$ cat src/rtl/prog_loader_pkg.sv
// Shared constants and state types for the serial program loader.
package prog_loader_pkg;

  // Frame header that opens every program download
  localparam logic [7:0] HDR_BYTE = 8'hA5;

  // Number of data bytes per frame, one per program RAM word
  localparam int FRAME_LEN = 16;

  // Byte receiver states
  typedef enum logic [1:0] {
    B_IDLE,
    B_START,
    B_DATA,
    B_STOP
  } byte_state_t;

  // Frame parser states
  typedef enum logic [1:0] {
    F_IDLE,
    F_DATA,
    F_SUM
  } frame_state_t;

  // Running frame checksum: plain 8-bit sum, carries discarded
  function automatic logic [7:0] sum_add(input logic [7:0] acc, input logic [7:0] b);
    return acc + b;
  endfunction

endpackage

$ cat src/rtl/prog_loader_uart_rx_byte.sv
// 8N1 UART byte receiver: input synchronizer, bit timer and byte FSM.
// Outputs are registered single-cycle pulses; data stays valid until the
// next byte starts shifting in.
module uart_rx_byte
  import prog_loader_pkg::*;
#(
  parameter int CLKS_PER_BIT = 234
) (
  input  logic       clk,
  input  logic       rst,
  input  logic       rx,
  output logic       byte_ok,
  output logic       frame_err,
  output logic [7:0] data,
  output logic       start_seen
);

  localparam int CW = $clog2(CLKS_PER_BIT + 1);
  // The synchronizer plus edge detector already eat about one cycle, so the
  // start-bit sample is taken one count early to land mid-bit.
  localparam logic [CW-1:0] HALF_M1 = CW'(CLKS_PER_BIT / 2 - 1);
  localparam logic [CW-1:0] FULL_M1 = CW'(CLKS_PER_BIT - 1);

  logic rx_meta, rx_sync, rx_prev;

  byte_state_t state, state_next;
  logic [CW-1:0] bit_cnt, bit_cnt_next;
  logic [2:0] bit_idx, bit_idx_next;
  logic [7:0] shift, shift_next;
  logic byte_ok_next, frame_err_next, start_seen_next;

  // Two-flop synchronizer plus one delayed copy for falling-edge detection
  always_ff @(posedge clk or posedge rst) begin
    if (rst) begin
      rx_meta <= 1'b1;
      rx_sync <= 1'b1;
      rx_prev <= 1'b1;
    end else begin
      rx_meta <= rx;
      rx_sync <= rx_meta;
      rx_prev <= rx_sync;
    end
  end

  // Byte FSM state, bit timer, shift register and registered status pulses
  always_ff @(posedge clk or posedge rst) begin
    if (rst) begin
      state      <= B_IDLE;
      bit_cnt    <= '0;
      bit_idx    <= '0;
      shift      <= '0;
      byte_ok    <= 1'b0;
      frame_err  <= 1'b0;
      start_seen <= 1'b0;
    end else begin
      state      <= state_next;
      bit_cnt    <= bit_cnt_next;
      bit_idx    <= bit_idx_next;
      shift      <= shift_next;
      byte_ok    <= byte_ok_next;
      frame_err  <= frame_err_next;
      start_seen <= start_seen_next;
    end
  end

  // Next-state logic: find the start edge, confirm it mid-bit, shift in
  // eight bits LSB first, then judge the stop bit
  always_comb begin
    state_next      = state;
    bit_cnt_next    = bit_cnt;
    bit_idx_next    = bit_idx;
    shift_next      = shift;
    byte_ok_next    = 1'b0;
    frame_err_next  = 1'b0;
    start_seen_next = 1'b0;
    case (state)
      B_IDLE: begin
        bit_cnt_next = '0;
        if (rx_prev && !rx_sync) begin
          state_next      = B_START;
          start_seen_next = 1'b1;
        end
      end
      B_START: begin
        if (bit_cnt == HALF_M1) begin
          bit_cnt_next = '0;
          if (rx_sync) begin
            state_next = B_IDLE;
          end else begin
            state_next   = B_DATA;
            bit_idx_next = '0;
          end
        end else begin
          bit_cnt_next = bit_cnt + 1'b1;
        end
      end
      B_DATA: begin
        if (bit_cnt == FULL_M1) begin
          bit_cnt_next = '0;
          shift_next   = {rx_sync, shift[7:1]};
          bit_idx_next = bit_idx + 3'd1;
          if (bit_idx == 3'd7) state_next = B_STOP;
        end else begin
          bit_cnt_next = bit_cnt + 1'b1;
        end
      end
      B_STOP: begin
        if (bit_cnt == FULL_M1) begin
          bit_cnt_next = '0;
          state_next   = B_IDLE;
          if (rx_sync) byte_ok_next = 1'b1;
          else         frame_err_next = 1'b1;
        end else begin
          bit_cnt_next = bit_cnt + 1'b1;
        end
      end
      default: state_next = B_IDLE;
    endcase
  end

  assign data = shift;

endmodule

$ cat src/rtl/prog_loader.sv
// Serial program loader: parses A5-headed frames from the UART receiver and
// writes the 16 data bytes into the CPU program RAM, holding the CPU while
// a frame is in flight.
module prog_loader
  import prog_loader_pkg::*;
#(
  parameter int CLK_HZ       = 27000000,
  parameter int BAUD         = 115200,
  parameter int CLKS_PER_BIT = (CLK_HZ + BAUD / 2) / BAUD,
  parameter int TIMEOUT_BITS = 32
) (
  input  logic       clk,
  input  logic       rst,
  input  logic       rx,
  output logic       wr_en,
  output logic [3:0] wr_addr,
  output logic [7:0] wr_data,
  output logic       hold,
  output logic       done,
  output logic       err
);

  // The counter restarts on byte_ok (one cycle after the stop sample) and the
  // abort lands one cycle after the limit, so two cycles are taken off to keep
  // err within the full silence budget measured from the stop sample.
  localparam int TMO_CYCLES = TIMEOUT_BITS * CLKS_PER_BIT - 2;
  localparam int TW = $clog2(TMO_CYCLES + 1);
  localparam logic [TW-1:0] TMO_LIMIT = TW'(TMO_CYCLES);
  localparam logic [3:0] LAST_ADDR = 4'(FRAME_LEN - 1);

  logic       rx_byte_ok, rx_frame_err, rx_start_seen;
  logic [7:0] rx_data;

  frame_state_t state, state_next;
  logic [3:0]    addr_cnt;
  logic [7:0]    sum_acc;
  logic [TW-1:0] tmo_cnt;
  logic          timed_out;
  logic          start_frame, do_write, do_done, do_fail;

  uart_rx_byte #(
    .CLKS_PER_BIT(CLKS_PER_BIT)
  ) u_rx (
    .clk       (clk),
    .rst       (rst),
    .rx        (rx),
    .byte_ok   (rx_byte_ok),
    .frame_err (rx_frame_err),
    .data      (rx_data),
    .start_seen(rx_start_seen)
  );

  assign timed_out = (tmo_cnt == TMO_LIMIT);

  // Frame FSM state register
  always_ff @(posedge clk or posedge rst) begin
    if (rst) state <= F_IDLE;
    else     state <= state_next;
  end

  // Frame FSM next state and one-cycle action strobes
  always_comb begin
    state_next  = state;
    start_frame = 1'b0;
    do_write    = 1'b0;
    do_done     = 1'b0;
    do_fail     = 1'b0;
    case (state)
      F_IDLE: begin
        if (rx_byte_ok && rx_data == HDR_BYTE) begin
          start_frame = 1'b1;
          state_next  = F_DATA;
        end
      end
      F_DATA: begin
        if (rx_frame_err || timed_out) begin
          do_fail    = 1'b1;
          state_next = F_IDLE;
        end else if (rx_byte_ok) begin
          do_write = 1'b1;
          if (addr_cnt == LAST_ADDR) state_next = F_SUM;
        end
      end
      F_SUM: begin
        if (rx_frame_err || timed_out) begin
          do_fail    = 1'b1;
          state_next = F_IDLE;
        end else if (rx_byte_ok) begin
          if (rx_data == sum_acc) do_done = 1'b1;
          else                    do_fail = 1'b1;
          state_next = F_IDLE;
        end
      end
      default: state_next = F_IDLE;
    endcase
  end

  // Address counter and checksum accumulator, restarted by each header
  always_ff @(posedge clk or posedge rst) begin
    if (rst) begin
      addr_cnt <= '0;
      sum_acc  <= '0;
    end else if (start_frame) begin
      addr_cnt <= '0;
      sum_acc  <= '0;
    end else if (do_write) begin
      addr_cnt <= addr_cnt + 4'd1;
      sum_acc  <= sum_add(sum_acc, rx_data);
    end
  end

  // Inter-byte silence timer: idle outside a frame, restarted by any stop
  // sample or start edge, saturating at the limit
  always_ff @(posedge clk or posedge rst) begin
    if (rst) begin
      tmo_cnt <= '0;
    end else if (state_next == F_IDLE) begin
      tmo_cnt <= '0;
    end else if (rx_byte_ok || rx_frame_err || rx_start_seen) begin
      tmo_cnt <= '0;
    end else if (!timed_out) begin
      tmo_cnt <= tmo_cnt + 1'b1;
    end
  end

  // RAM write port registers: strobe for one cycle, address/data held
  always_ff @(posedge clk or posedge rst) begin
    if (rst) begin
      wr_en   <= 1'b0;
      wr_addr <= '0;
      wr_data <= '0;
    end else begin
      wr_en <= do_write;
      if (do_write) begin
        wr_addr <= addr_cnt;
        wr_data <= rx_data;
      end
    end
  end

  // Status registers: hold spans the frame, done pulses, err is sticky
  always_ff @(posedge clk or posedge rst) begin
    if (rst) begin
      hold <= 1'b0;
      done <= 1'b0;
      err  <= 1'b0;
    end else begin
      done <= do_done;
      if (start_frame) begin
        hold <= 1'b1;
        err  <= 1'b0;
      end else if (do_done) begin
        hold <= 1'b0;
      end else if (do_fail) begin
        hold <= 1'b0;
        err  <= 1'b1;
      end
    end
  end

endmodule

$ cat config.mk
export PLATFORM = sky130hd
export DESIGN_NAME = prog_loader
export DESIGN_NICKNAME = d
export VERILOG_FILES = /design/src/rtl/prog_loader_pkg.sv /design/src/rtl/prog_loader_uart_rx_byte.sv /design/src/rtl/prog_loader.sv
export SDC_FILE = /design/constraint.sdc
export NUM_CORES = 1
export LEC_CHECK = 0
export CAP_MARGIN = 20
export CELL_PAD_IN_SITES_DETAIL_PLACEMENT = 1
export CELL_PAD_IN_SITES_GLOBAL_PLACEMENT = 1
export CORE_MARGIN = 1.5
export CORE_UTILIZATION = 32
export CTS_BUF_LIST = sky130_fd_sc_hd__clkbuf_8
export DETAILED_ROUTE_END_ITERATION = 16
export HOLD_SLACK_MARGIN = 0.15
export PLACE_DENSITY = 0.65
export SYNTH_ARGS = -nofsm -noshare
export SYNTH_HDL_FRONTEND = slang
export SYNTH_SLANG_ARGS = --single-unit
$ cat constraint.sdc
create_clock -name clk -period 3.15 [get_ports clk]
set_input_delay 0.945 -clock clk [delete_from_list [all_inputs] [get_ports clk]]
set_output_delay 0.945 -clock clk [all_outputs]
set_load 0.01 [all_outputs]
==> flow_summary.toml, run 1 <==
[run_status]
outcome = "finished, final reports clean"

[sta]
maxSlewHeadroom_pct = 66.2
finalHoldViolCount = 0
max_slew.worst_pin.slew_ps = 506
slew_violations = 0
period_needed_ps = 2310
skew_ps = 6.79
fmax_ghz = 0.434
setup_viol = 0
setup_tns_ps = 0
rsz0062_at_grt = "false"
period_share_pct = 73.2

[flow_run]
drv_cap = 0

[synthesis]
synth.distinct_cells = 55
synthTopCellsByArea = "dfrtp_1 47%, ha_1 6.7%, nand2_1 6.3%, xor2_1 3.4%, nor2_1 2.9%"
synth_fp_nets = 377
ys.flop_type = "dfrtp_1"
async_flop_share_pct = 100
netlist_area_sq_um = 3560
yosysSeqAreaShare_pct = 49.3
netlist_instances = 354
synth_common_cells = "67 x dfrtp_1, 60 x nand2_1, 28 x nor2_1"
synth_seq_cells = 70
synth_most_common_cell = "dfrtp_1"
synth-edff-count = 0
synth_top_area_cell = "dfrtp_1"
synth_top_area_share_pct = 47.1
yosys_warnings = 0
syn_avg_cell_area_sq_um = 10.1

[clock_network]
cts_hold_buf = 0
cts_tree = "done"
clock-sinks = 70
ctsResizeCount = 0
clk_latency_ps = 340
cts.path.max_buffers = 2
cts_buffers = 9
clk_pin_slew_ps = 70
h-tree-depth = 3
cts-root-buf = "clkbuf_8"
post_cts_buffers = 0

[routing]
drt_iter0_drc = 78
avgRoutedWirePerCell_um = 14.4
ant_nets = 0
detail_route.first_pass.iterations = 4
vias = 2581
avgViaCountPerCell = 4.93
drc_errors = 0
wirelength_mm = 7.51

[global_routing]
grt_pass1_wl_mm = 13.1
grt_usage_pct = 14.4
overflow = 0
grt_pass1_vias = 2677
antenna_found_initial = 0
grt_max_degree = 40

[cells_and_area]
antenna_cells = 0
num-fill-cells = 1279
fin_nets = 402
layout-drive-gt1-share_pct = 11.5
fin_area_sq_um = 4080
syn_to_final_growth_pct = 14.6
final_util_pct = 37.7

[worst_setup_path]
cp_data_required_time_ps = 3420
r2r_slack_ps = 840
crit_path_end_kind = "register"
worstSetupStartpoint = "tmo_cnt[0]"
worst_setup_path_start_kind = "register"
cp_max_fo = 21
path_class = "register to register"
timing.rr.start = "tmo_cnt[0]"
worstPathArrival_ps = 2570

[placement]
placed_cell_area_sq_um = 3930
place_hpwl_mm = 5.38
routabilityCongestion = 0.826
portBuffers = 18

[power_and_ir_drop]
vdd_drop_max_mv = 0.373
power_leakage_nw = 1.92
p_per_area_nw_per_um2 = 431

[floorplanning]
die_h_um = 109
die_area_sq_um = 11800
rows = 38
io_pins = 19
core_sq_um = 10800
die_w_um = 109
start_util_pct = 32.9

[hold_path]
hold_path_class = "register to register"
hold_start = "u_rx.rx_meta"
power by group:
part	internal (mW)	switching [mW]	leakage, nW
logic	0.0752	0.0993	0.870
clock network	0.272	0.328	0.0858
registers	0.930	0.0534	0.963
total	1.28	0.481	1.92
routing by layer:
| layer | global-route usage (%) | wire, um | share of wire, % | vias to the layer above |
|---|---|---|---|---|
| li1 | - | - | - | 1261 |
| met4 | 6.48 | 140 | 1.9 | 0 |
| met3 | 2.53 | 175 | 2.3 | 11 |
| met2 | 21.5 | 3330 | 44 | 24 |
| met1 | 20.2 | 3870 | 51 | 1285 |
| met5 | 0 | 0 | 0 | - |
cell families (layout without fill, tap and decap cells):
group                    Yosys count  after routing  synth area share [%]
flip-flops                        70             70                  49.3
AO/OA/AOI/OAI                     39             39                  7.94
buffers and inverters             30             59                  3.55
XOR/XNOR                          25             25                  6.14
AND/OR/NAND/NOR                  160            160                  22.6
adder cells (fa/ha/maj)           20             20                  7.23
multiplexers                      10             10                  3.27
layout make-up:
class,count,area [sq um],area share [%]
well taps,140,175,4.29
flip-flops and latches,70,1760,43.0
clock inverters,6,31.3,0.766
multi-input cells,254,1680,41.2
inverters,19,71.3,1.75
repair buffers,25,245,6.00
clock buffers,9,124,3.03
sequential cells by signal, indices dropped and copies added (netlist names), 2 cells and up, named ones only:
signal	flops
addr_cnt	4
state	2
sum_acc	8
tmo_cnt	13
u_rx.bit_cnt	8
u_rx.bit_idx	3
u_rx.data	8
wr_addr	4
wr_data	8
critical path, stage by stage (launching register included):
cell and delay, ps:
dfrtp_1 390, inv_1 80, ha_1 200, and4_1 190
a31oi_1 310, nand2_1 150, buf_4 240, inv_1 160
buf_4 260, nand3_1 100, a21oi_1 140
stage by stage:
stage | hold WS, ps | power [mW] | instances | setup slack, ps
final | 359 | 1.76 | 523 | 845
after global routing | 361 | 1.86 | 523 | 588
after CTS | 360 | 1.79 | 523 | 827
after detailed placement | 350 | 1.18 | 508 | 833
after global placement | 346 | 1.17 | 508 | 954
after floorplan | 345 | 1.13 | 354 | 442
cell usage in the layout (no fill, tap or decap), types with 3 or more instances in the layout:
master | netlist | routed
clkdlybuf4s50_1 | 0 | 18
mux2_2 | 9 | 9
clkinv_2 | 0 | 4
ha_1 | 19 | 19
inv_1 | 19 | 19
a21oi_1 | 12 | 12
dfrtp_1 | 67 | 67
nand2_1 | 60 | 60
buf_4 | 3 | 6
nand3_1 | 11 | 11
nand4_1 | 6 | 6
xor2_1 | 14 | 14
o21ai_0 | 5 | 5
nor2_1 | 28 | 28
nand2b_1 | 3 | 3
xnor2_1 | 11 | 11
clkbuf_8 | 0 | 9
nor4b_1 | 3 | 3
nor3_1 | 18 | 18
or4_1 | 3 | 3
nor2b_1 | 4 | 4
and4_1 | 3 | 3
dfstp_2 | 3 | 3
and3_1 | 5 | 5
worst paths after layout:
kind / end / depth (start not counted)
worst max-delay path: sum_acc[4] / 10
worst min-delay path: u_rx.rx_sync / 0
worst max register to register: sum_acc[4] / 10
worst min register to register: u_rx.rx_sync / 0
max in group asynchronous: u_rx.rx_meta / 3
min in group asynchronous: u_rx.bit_cnt[5] / 2
(Power assumes the default switching activity.)
==> inputs of run 2 (changes only) <==
==> constraint.sdc (replaced) <==
create_clock -name clk -period 2.19 [get_ports clk]
set_input_delay 0.657 -clock clk [delete_from_list [all_inputs] [get_ports clk]]
set_output_delay 0.657 -clock clk [all_outputs]
set_load 0.01 [all_outputs]
==> flow_summary.toml, run 2 (same netlist as run 1, synthesis figures left out) <==
[cells_and_area]
num-fill-cells = 1244
regArea_sq_um = 1760
final_cell_mix = "67 x dfrtp_1, 60 x nand2_1, 28 x nor2_1, 21 x inv_1, 19 x ha_1"
fin_nets = 411
final_cell_count_no_fill = 533
layout-drive-gt1-share_pct = 15.3
final_util_pct = 39.6
syn_to_final_growth_pct = 20.5
largest_reg_flops = 13
antenna_cells = 0
multi_input_area_sq_um = 1730
top_register = "tmo_cnt"
final_common_cell = "dfrtp_1"

[clock_network]
clk_pin_slew_ps = 80
post_cts_buffers = 0
clk_latency_ps = 350
cts_buffers = 9
cts.path.max_buffers = 2
cts-root-buf = "clkbuf_8"
cts_tree = "done"
h-tree-depth = 3
clock-sinks = 70

[worst_setup_path]
path_class = "register to register"
cp_max_fo = 4
worstPathArrival_ps = 2360
slowest_delay_ps = 470
r2r_slack_ps = 100
crit_chain = "ha_1 -> a21oi_2 -> o2111ai_2 -> and3_1 -> or4_1 -> a21oi_1"
cp_data_required_time_ps = 2460
timing.rr.start = "u_rx.data[1]"
worst_setup_path_start_kind = "register"
rr_worst_depth = 6
cp_num_buf_inv = 0
cp_top_family = "simple AND/OR/NAND/NOR gates"
crit_path_end_kind = "register"
critPathSlowestCell = "or4_1"
rr_endpoint = "sum_acc[7]"

[power_and_ir_drop]
intPower_mw = 2.20
p_seq_share_pct = 48.7
p_total_mw = 2.92
vdd_drop_max_mv = 0.381
switching_power_mw = 0.719
power_leakage_nw = 2.02
p_per_area_nw_per_um2 = 680
share_comb_of_total_power_pct = 9.4
p_clk_share_pct = 41.9
sw_frac_of_total_pct = 24.6

[floorplanning]
core_sq_um = 10800
rows = 38
io_pins = 19
die_w_um = 109
die_h_um = 109
start_util_pct = 32.9
die_area_sq_um = 11800

[routing]
vias = 2636
wirelength_mm = 8.05
avgViaCountPerCell = 4.95
avgRoutedWirePerCell_um = 15.1
drc_errors = 0
ant_nets = 0
detail_route.first_pass.iterations = 4
drt_iter0_drc = 50

[sta]
skew_ps = 9.49
maxSlewHeadroom_pct = 65.9
period_needed_ps = 2090
setup_viol = 0
max_slew.worst_pin.slew_ps = 511
slew_violations = 0
fmax_ghz = 0.477
period_share_pct = 95.6
finalHoldViolCount = 0

[global_routing]
antenna_found_initial = 0
grt_pass1_wl_mm = 13.8
grt_usage_pct = 15.1
grt_pass1_vias = 2744
overflow = 0
grt_max_degree = 71

[placement]
dp_cells = 516
routabilityCongestion = 0.795
place_hpwl_mm = 5.44
portBuffers = 18

[flow_run]
drv_cap = 0

[hold_path]
hold_path_class = "register to register"
hold_path_end = "u_rx.rx_sync"
hold_depth = 0
hold_start = "u_rx.rx_meta"

[run_status]
outcome = "finished, final reports clean"
## run 2: worst max path at each step
| stage | start | to | slack (ps) | cells past startpoint |
|---|---|---|---|---|
| 6_report | u_rx.data[1] | sum_acc[7] | 100 | 6 |
| 5_1_grt | u_rx.bit_cnt[1] | u_rx.bit_idx[0] | -4 | 8 |
| 4_1_cts | u_rx.data[1] | sum_acc[7] | 60 | 6 |
| 3_5_place_dp | u_rx.bit_cnt[1] | u_rx.bit_idx[0] | 110 | 8 |
| 3_3_place_gp | u_rx.data[1] | sum_acc[7] | 140 | 6 |
| 2_1_floorplan | u_rx.bit_cnt[1] | u_rx.data[0] | 180 | 7 |
## run 2: metrics by stage
stage	setup WS [ps]	setup TNS (ps)	instance area [sq um]	hold slack, ps
finish	95.7	0	4300	358
floorplan	176	0	3570	345
global placement	138	0	4010	348
detailed placement	111	0	4010	349
global route	-3.84	-3.84	4300	369
CTS	55.6	0	4240	360
## run 2: repair_timing
item                                    in CTS  in global routing
endpoints found under the setup margin       0                 28
gates resized for setup                      0                 12
hold buffers                                 0                  0
## run 2: power by group through the flow
| stage | Combinational, mW | Sequential [mW] | Clock (mW) |
|---|---|---|---|
| CTS | 0.280 | 1.42 | 1.27 |
| finish | 0.274 | 1.42 | 1.22 |
| global placement | 0.268 | 1.43 | 0 |
| floorplan | 0.241 | 1.39 | 0 |
| global route | 0.320 | 1.43 | 1.30 |
| detailed placement | 0.279 | 1.44 | 0 |
## run 2: layer usage
metal  routed length [um]  GRT usage, %
met4                  135          5.64
met2                 3720          23.5
met5                    0             0
met3                  180          2.71
met1                 4010          20.7
## run 2: area by class of cell
| class | count | share of cell area, % |
|---|---|---|
| inverters | 19 | 1.75 |
| clock buffers | 9 | 2.88 |
| clock inverters | 7 | 2.48 |
| repair buffers | 34 | 7.66 |
| flip-flops and latches | 70 | 40.9 |
| well taps | 140 | 4.08 |
| multi-input cells | 254 | 40.3 |
==> inputs of run 3 (changes only) <==
--- a/config.mk
+++ b/config.mk
@@ -5,15 +5,17 @@
 export SDC_FILE = /design/constraint.sdc
 export NUM_CORES = 1
 export LEC_CHECK = 0
+export ABC_AREA = 1
 export CAP_MARGIN = 20
 export CELL_PAD_IN_SITES_DETAIL_PLACEMENT = 1
 export CELL_PAD_IN_SITES_GLOBAL_PLACEMENT = 1
 export CORE_MARGIN = 1.5
-export CORE_UTILIZATION = 32
+export CORE_UTILIZATION = 40
 export CTS_BUF_LIST = sky130_fd_sc_hd__clkbuf_8
 export DETAILED_ROUTE_END_ITERATION = 16
+export GPL_TIMING_DRIVEN = 0
 export HOLD_SLACK_MARGIN = 0.15
-export PLACE_DENSITY = 0.65
+export PLACE_DENSITY = 0.78
 export SYNTH_ARGS = -nofsm -noshare
 export SYNTH_HDL_FRONTEND = slang
 export SYNTH_SLANG_ARGS = --single-unit
==> flow_summary.toml, run 3 <==
[power_and_ir_drop]
power_leakage_nw = 1.94
vdd_drop_max_mv = 0.331
p_per_area_nw_per_um2 = 664

[global_routing]
antenna_found_initial = 0
grt_max_degree = 32
grt_pass1_wl_mm = 14.2
grt_pass1_vias = 3015
grt_usage_pct = 18.1
overflow = 0

[run_status]
outcome = "finished, final reports clean"

[sta]
maxSlewHeadroom_pct = 74.5
finalHoldViolCount = 0
max_slew.worst_pin.slew_ps = 382
rsz0062_at_grt = "false"
period_needed_ps = 1960
fmax_ghz = 0.510
setup_viol = 0
skew_ps = 12.6
setup_tns_ps = 0
slew_violations = 0
period_share_pct = 89.6

[clock_network]
clock-sinks = 70
cts.path.max_buffers = 2
ctsResizeCount = 0
clk_latency_ps = 360
cts-root-buf = "clkbuf_8"
h-tree-depth = 3
cts_tree = "done"
post_cts_buffers = 0
cts_hold_buf = 0
clk_pin_slew_ps = 70
cts_buffers = 9

[placement]
routabilityCongestion = 0.779
dp_cells = 539
portBuffers = 18
place_hpwl_mm = 6.01
placed_cell_area_sq_um = 4010

[floorplanning]
core_sq_um = 8760
die_w_um = 98.5
rows = 34
io_pins = 19
die_h_um = 98.5
die_area_sq_um = 9710
start_util_pct = 41.7

[worst_setup_path]
cp_num_buf_inv = 1
slowest_delay_ps = 430
worst_setup_path_start_kind = "register"
path_class = "register to register"
cp_data_required_time_ps = 2470
crit_path_end_kind = "register"
crit_chain = "ha_1 -> inv_1 -> fa_1 -> o21ai_0 -> nand2_1 -> nand2_1 -> a21oi_1 -> nand2_1 -> nand2_1 -> o21ai_1"
worstPathArrival_ps = 2240
cp_top_family = "adder cells"
cpMostUsedCell = "nand2_1"
cp_max_fo = 4
critPathSlowestCell = "dfrtp_1"

[cells_and_area]
top_register = "tmo_cnt"
syn_to_final_growth_pct = 15.6
fin_nets = 465
layout-drive-gt1-share_pct = 13.2
final_util_pct = 48.1
final_cell_count_no_fill = 555
fin_area_sq_um = 4220
num-fill-cells = 1023
largest_reg_flops = 13
final_cell_mix = "100 x nand2_1, 67 x dfrtp_1, 50 x inv_1, 33 x o21ai_0, 26 x nor2_1"
antenna_cells = 0
final_common_cell = "nand2_1"

[synthesis]
syn_avg_cell_area_sq_um = 8.88
synth_top_area_share_pct = 45.9
synth_fp_nets = 434
yosysSeqAreaShare_pct = 48.1
synth_top_area_cell = "dfrtp_1"
netlist_instances = 411
synth_most_common_cell = "nand2_1"
synthTopCellsByArea = "dfrtp_1 46%, nand2_1 10%, ha_1 6.5%, inv_1 5.2%, o21ai_0 4.5%"
yosys_warnings = 0
async_flop_share_pct = 100
synth-edff-count = 0
ys.flop_type = "dfrtp_1"
netlist_area_sq_um = 3650
synth.distinct_cells = 44
synth_seq_cells = 70
synth_common_cells = "100 x nand2_1, 67 x dfrtp_1, 51 x inv_1"

[hold_path]
hold_path_class = "register to register"

[routing]
detail_route.first_pass.iterations = 5
avgRoutedWirePerCell_um = 14.4
ant_nets = 0
drc_errors = 0
avgViaCountPerCell = 5.16
wirelength_mm = 8.01
vias = 2862
drt_iter0_drc = 86

[flow_run]
drv_cap = 0
==> run 3: changes by cell type after synthesis, sizes merged, moves of 4 or more <==
cell / change
nor2: +9
xnor2: -6
inv: +37
nor4: +4
nor2b: -4
nand3: +9
buf: -6
mux2: -10
o21ai: +31
nand2: +43
and3: -5
xor2: -6
nor3: -9
==> run 3: area by class of cell <==
cell class / count / area [sq um] / area share [%]
well taps: 108 / 135 / 3.20
repair buffers: 20 / 220 / 5.22
flip-flops and latches: 70 / 1760 / 41.6
inverters: 56 / 216 / 5.13
clock buffers: 11 / 151 / 3.59
clock inverters: 5 / 57.6 / 1.36
multi-input cells: 281 / 1660 / 39.3
plain buffers: 4 / 25.0 / 0.593
==> run 3: power by group <==
part / total, mW / switching (mW) / internal [mW]
clock network: 1.10 / 0.515 / 0.586
logic: 0.296 / 0.199 / 0.0971
registers: 1.40 / 0.0591 / 1.34
==> run 3: worst reg2reg max path, delay by kind of cell (launching register included) <==
| kind | cells | cell delay [ps] |
|---|---|---|
| simple gates | 4 | 280 |
| compound gates | 3 | 530 |
| buf+inv | 1 | 60 |
| flops | 1 | 430 |
| fa+ha+maj | 2 | 600 |
==> run 3: final timing paths <==
path                         startpoint      endpoint  slack (ps)  depth (start not counted)
min in group asynchronous           rst    sum_acc[5]         600                          2
setup / recovery           u_rx.data[0]    sum_acc[6]         230                         10
max in group asynchronous           rst  u_rx.rx_sync         860                          4
hold / removal             u_rx.rx_meta  u_rx.rx_sync         360                          0
setup reg to reg           u_rx.data[0]    sum_acc[6]         230                         10
hold reg to reg            u_rx.rx_meta  u_rx.rx_sync         360                          0
==> run 3: cell families after synthesis <==
logic type / after synthesis / synth area share, %
xor+xnor: 13 / 3.12
flops: 70 / 48.1
fa+ha+maj: 20 / 7.06
compound gates: 60 / 9.46
simple gates: 188 / 25.8
buf+inv: 60 / 6.51
==> run 3: per-stage QoR <==
stage	hold slack, ps	worst slack (ps)	total power, mW
global route	365	11.8	2.94
global placement	346	-154	1.70
finish	359	227	2.80
floorplan	345	528	1.64
CTS	363	199	2.85
detailed placement	351	219	1.73
==> run 3: per-layer routing <==
metal  up-vias  wire length [um]  track usage, %
li1       1391                 -               -
met3        13               147            3.48
met1      1435              3670            23.1
met5         -                 0               0
met2        23              4050            30.7
met4         0               144            6.61
